$ cat src/rtl/sha256_block_sequencer.sv
// SHA-256 multi-block sequencer: feeds padded 512-bit blocks to the compression
// core, chains each result into the next block's H_in starting from the IV, and
// presents the final digest on a valid/ready stream. A watchdog bounds the wait
// for the core and parks the block in a sticky fault state if it never answers.
module sha256_block_sequencer #(
    parameter int unsigned TIMEOUT_CYCLES = 1024,
    parameter int unsigned CNT_W          = 16
) (
    input  logic               clk,
    input  logic               rst,
    input  logic               blk_valid,
    output logic               blk_ready,
    input  logic [511:0]       blk_data,
    input  logic               blk_last,
    output logic               dig_valid,
    input  logic               dig_ready,
    output logic [255:0]       digest,
    output logic [CNT_W-1:0]   blk_count,
    output logic               busy,
    output logic               timeout_err,
    output logic               core_start,
    output logic [255:0]       core_H_in,
    output logic [511:0]       core_M_in,
    input  logic               core_done,
    input  logic [255:0]       core_H_out
);

    typedef enum logic [2:0] {
        S_IDLE,
        S_START,
        S_WAIT,
        S_MID,
        S_DONE,
        S_ERR
    } state_t;

    localparam logic [255:0] IV =
        256'h6a09e667_bb67ae85_3c6ef372_a54ff53a_510e527f_9b05688c_1f83d9ab_5be0cd19;
    localparam int unsigned WD_W = (TIMEOUT_CYCLES > 1) ? $clog2(TIMEOUT_CYCLES + 1) : 1;
    localparam logic [WD_W-1:0] WD_LAST = WD_W'(TIMEOUT_CYCLES - 1);

    state_t             state_q, state_d;
    logic [255:0]       h_chain_q, h_chain_d;
    logic [511:0]       m_q, m_d;
    logic               last_q, last_d;
    logic [255:0]       digest_q, digest_d;
    logic [CNT_W-1:0]   cnt_q, cnt_d;
    logic [WD_W-1:0]    wd_q, wd_d;

    // State and datapath registers with synchronous reset
    always_ff @(posedge clk) begin
        if (rst) begin
            state_q   <= S_IDLE;
            h_chain_q <= IV;
            m_q       <= '0;
            last_q    <= 1'b0;
            digest_q  <= '0;
            cnt_q     <= '0;
            wd_q      <= '0;
        end else begin
            state_q   <= state_d;
            h_chain_q <= h_chain_d;
            m_q       <= m_d;
            last_q    <= last_d;
            digest_q  <= digest_d;
            cnt_q     <= cnt_d;
            wd_q      <= wd_d;
        end
    end

    // Next-state logic; core_done takes priority over the watchdog expiring
    always_comb begin
        state_d = state_q;
        case (state_q)
            S_IDLE, S_MID: if (blk_valid) state_d = S_START;
            S_START:       state_d = S_WAIT;
            S_WAIT: begin
                if (core_done)            state_d = last_q ? S_DONE : S_MID;
                else if (wd_q == WD_LAST) state_d = S_ERR;
            end
            S_DONE:        if (dig_ready) state_d = S_IDLE;
            S_ERR:         state_d = S_ERR;
            default:       state_d = S_IDLE;
        endcase
    end

    // Datapath updates: block capture, watchdog, chaining, digest and count
    always_comb begin
        h_chain_d = h_chain_q;
        m_d       = m_q;
        last_d    = last_q;
        digest_d  = digest_q;
        cnt_d     = cnt_q;
        wd_d      = wd_q;
        case (state_q)
            S_IDLE, S_MID: begin
                if (blk_valid) begin
                    m_d    = blk_data;
                    last_d = blk_last;
                end
            end
            S_START: wd_d = '0;
            S_WAIT: begin
                if (core_done) begin
                    h_chain_d = core_H_out;
                    if (cnt_q != '1) cnt_d = cnt_q + 1'b1;
                    if (last_q) digest_d = core_H_out;
                end else begin
                    wd_d = wd_q + 1'b1;
                end
            end
            S_DONE: begin
                if (dig_ready) begin
                    h_chain_d = IV;
                    cnt_d     = '0;
                end
            end
            default: ;
        endcase
    end

    // Moore outputs decoded from the current state
    always_comb begin
        blk_ready   = 1'b0;
        dig_valid   = 1'b0;
        busy        = 1'b1;
        timeout_err = 1'b0;
        core_start  = 1'b0;
        case (state_q)
            S_IDLE: begin
                blk_ready = 1'b1;
                busy      = 1'b0;
            end
            S_MID:   blk_ready   = 1'b1;
            S_START: core_start  = 1'b1;
            S_DONE:  dig_valid   = 1'b1;
            S_ERR:   timeout_err = 1'b1;
            default: ;
        endcase
    end

    assign digest    = digest_q;
    assign blk_count = cnt_q;
    assign core_H_in = h_chain_q;
    assign core_M_in = m_q;

endmodule
$ cat config.mk
export PLATFORM = sky130hd
export DESIGN_NAME = sha256_block_sequencer
export DESIGN_NICKNAME = d
export VERILOG_FILES = /design/src/rtl/sha256_block_sequencer.sv
export SDC_FILE = /design/constraint.sdc
export NUM_CORES = 2
export LEC_CHECK = 0
export ABC_AREA = 1
export CAP_MARGIN = 20
export CORE_AREA = 4 4 698 700
export DETAILED_ROUTE_END_ITERATION = 10
export DIE_AREA = 0 0 702 704
export PLACE_DENSITY = 0.3
export SETUP_SLACK_MARGIN = 0.4
export SLEW_MARGIN = 20
export SYNTH_ARGS = -nofsm -noshare
export SYNTH_HDL_FRONTEND = slang
export SYNTH_SLANG_ARGS = --single-unit
$ cat constraint.sdc
create_clock -name clk -period 2.7 [get_ports clk]
set_clock_uncertainty 0.2 [all_clocks]
set_input_delay 0.54 -clock clk [delete_from_list [all_inputs] [get_ports clk]]
set_output_delay 0.54 -clock clk [all_outputs]
set_load 0.01 [all_outputs]
==> results.cfg <==
[logic_synthesis]
yosysUniqueCellTypes = 29
ys_seq_elements = 1055
seq_area_frac_synth_pct = 57.7
syn_avg_cell_area_um2 = 7.90
syn_nets = 5408
synthCells = 4632
synth_warnings = 0
ys.flop_type = dfxtp_1
async_flop_share_pct = 0
yosysMostFrequentCell = nor2_1
synth_area_mm2 = 0.0366
synth_top_cell_by_area = dfxtp_1
synth_common_cells = nor2_1, dfxtp_1, o21ai_0
synth_area_leaders = dfxtp_1, nor2_1, o21ai_0
netlist.area_leader.share_pct = 57.7
synth_enable_flop_cells = 0

[sta]
period_needed_ps = 2550
grt_setup_unrepaired = true
fin_crit_sh_pct = 94.5
setup_violations = 0
final-max-slew-violation-count = 0
max_clock_freq_mhz = 392
relSlewSlack_pct = 29.9
tightest_slew_ps = 1050
setup_tns_ps = 0
fin_ws_ps = 150
hold_viol = 0

[hold_path]
min_path_type = in -> reg

[placement]
dp_cells = 12900
dp_hpwl_mm = 331
port_buffers = 1818
gp_congestion = 0.891
pre_cts_slack_ps = -206

[grt]
antenna_found_initial = 186
grt_max_degree = 152
grt_pass1_wl_mm = 482
grt_pass1_vias = 41400
overflow = 0
grtUsageTotal_pct = 14.9

[worst_setup_path]
endpoint_kind = output pin
startpoint_type = register
path_cells = inv_4 -> buf_4 -> nor3_4 -> buf_6
cp_data_arrival_time_ps = 1810
critPathKind = reg -> out
cpPeakStageDelay_ps = 360
cp.buffers_inverters = 3
critPathMaxFanout = 5
worstPathRequired_ps = 1960
slowest_stage = dfxtp_4
critical_path.top_delay_family = buffers and inverters

[pwr]
vdd_drop_max_mv = 0.449
p_leak_uw = 0.0355
power_density_mw_per_mm2 = 995

[drt]
vias_per_cell = 3.21
dr_total_vias = 43200
drtPass1Iterations = 5
drt-wirelength-per-cell_um = 30.5
drc_errors = 0
drt_wl_total_mm = 410
antenna_left = 0
drt-initial-drc-count = 2714

[floorplanning]
start_util_pct = 7.61
core_area_mm2 = 0.481
die-area_mm2 = 0.494
row_count = 255
pin_count = 1819
die_w_um = 702
die_y_um = 704

[layout]
fin_util_pct = 15.5
drive_above_1_share_pct = 22.5
multi_input_area_mm2 = 0.0145
fin_cells = 13500
nets = 7666
final-seq-area_mm2 = 0.0213
nFillCells = 54700
area_growth_pct = 104

[clocking]
path_clk_slew_ps = 50
clk_root_buffer_cell = clkbuf_16
numClockSinks = 1055
cts_tree = built
cts_buffers = 156
cts_max_path_buffers = 4
htreeDepth = 4
clk_latency_ps = 830

[status]
outcome = finished, final reports clean

[job]
max-cap-violations = 0
## registers in the layout, indices dropped and copies added, names as in the netlist
name and cells:
core_H_in 256, core_M_in 512, last_q 1, digest 256, state_q 3, wd_q 11
blk_count 16
## metal layers
| metal | GRT usage (%) | wire length [um] | vias to the layer above |
|---|---|---|---|
| met2 | 26.6 | 202000 | 1899 |
| met1 | 16.6 | 156000 | 21000 |
| met3 | 5.57 | 36900 | 502 |
| met5 | 0 | 665 | - |
| met4 | 3.80 | 14000 | 100 |
| li1 | - | - | 19700 |
## placed cells by master (no fill, tap or decap), types with 138 or more instances in the layout
master	n
buf_4	367
dlymetal6s2s_1	539
nand2_1	465
clkdlybuf4s50_1	772
clkbuf_2	325
dfxtp_1	952
a21oi_1	141
clkbuf_16	220
dlygate4sd3_1	138
o21ai_0	673
nor2_1	1384
## report_power, final
| part | switching (uW) | internal [uW] | leakage [uW] |
|---|---|---|---|
| Combinational | 19300 | 12800 | 0.0243 |
| Clock | 8560 | 12200 | 0.00248 |
| Sequential | 2450 | 19100 | 0.00866 |
## through the flow
stage,power (uW),hold slack (ps),instance area [um^2]
3_3_place_gp,49100,250,64200
2_1_floorplan,29500,234,36600
3_5_place_dp,49100,251,64200
5_1_grt,78300,50.8,74700
6_report,74400,118,74800
4_1_cts,70200,0.0762,70200
## logic make-up after synthesis
group | Yosys count | synth area share (%)
flip-flops | 1055 | 57.7
buffers and inverters | 415 | 5.25
AO/OA/AOI/OAI | 1063 | 15.2
adder cells (fa/ha/maj) | 2 | 0.0684
AND/OR/NAND/NOR | 2097 | 21.8
## area by class of cell
class                      count  area share, %
tap                         6425           10.8
inverter                      71          0.472
timing repair inverter         4         0.0736
multi-input combinational   3162           19.4
clock inverter                50          0.669
sequential                  1055           28.5
clock buffer                 223           6.05
timing repair buffer        2440           34.0
antenna                       24         0.0803
## final timing paths
check,to,slack [ps],start,depth (start not counted)
setup / recovery,timeout_err,150,state_q[0],4
hold / removal,core_M_in[470],120,blk_data[470],3
setup reg to reg,digest[73],240,state_q[1],9
hold reg to reg,core_H_in[52],250,core_H_in[52],2
## worst reg2reg max path: cells and delay by family, from the launching register on
| family | cells | cell delay, ps |
|---|---|---|
| AO/OA/AOI/OAI | 1 | 220 |
| AND/OR/NAND/NOR | 4 | 540 |
| buffers and inverters | 4 | 1060 |
| flip-flops | 1 | 340 |
## what timing repair did
item,CTS,global route
hold buffers,138,0
setup endpoints to repair,1495,1694
gates resized for setup,1064,1895
buffers inserted,6,50
pin swaps,4,33
endpoints found under the hold margin,149,0
gates cloned,0,105
No activity file was read; power rests on OpenSTA's default activity.
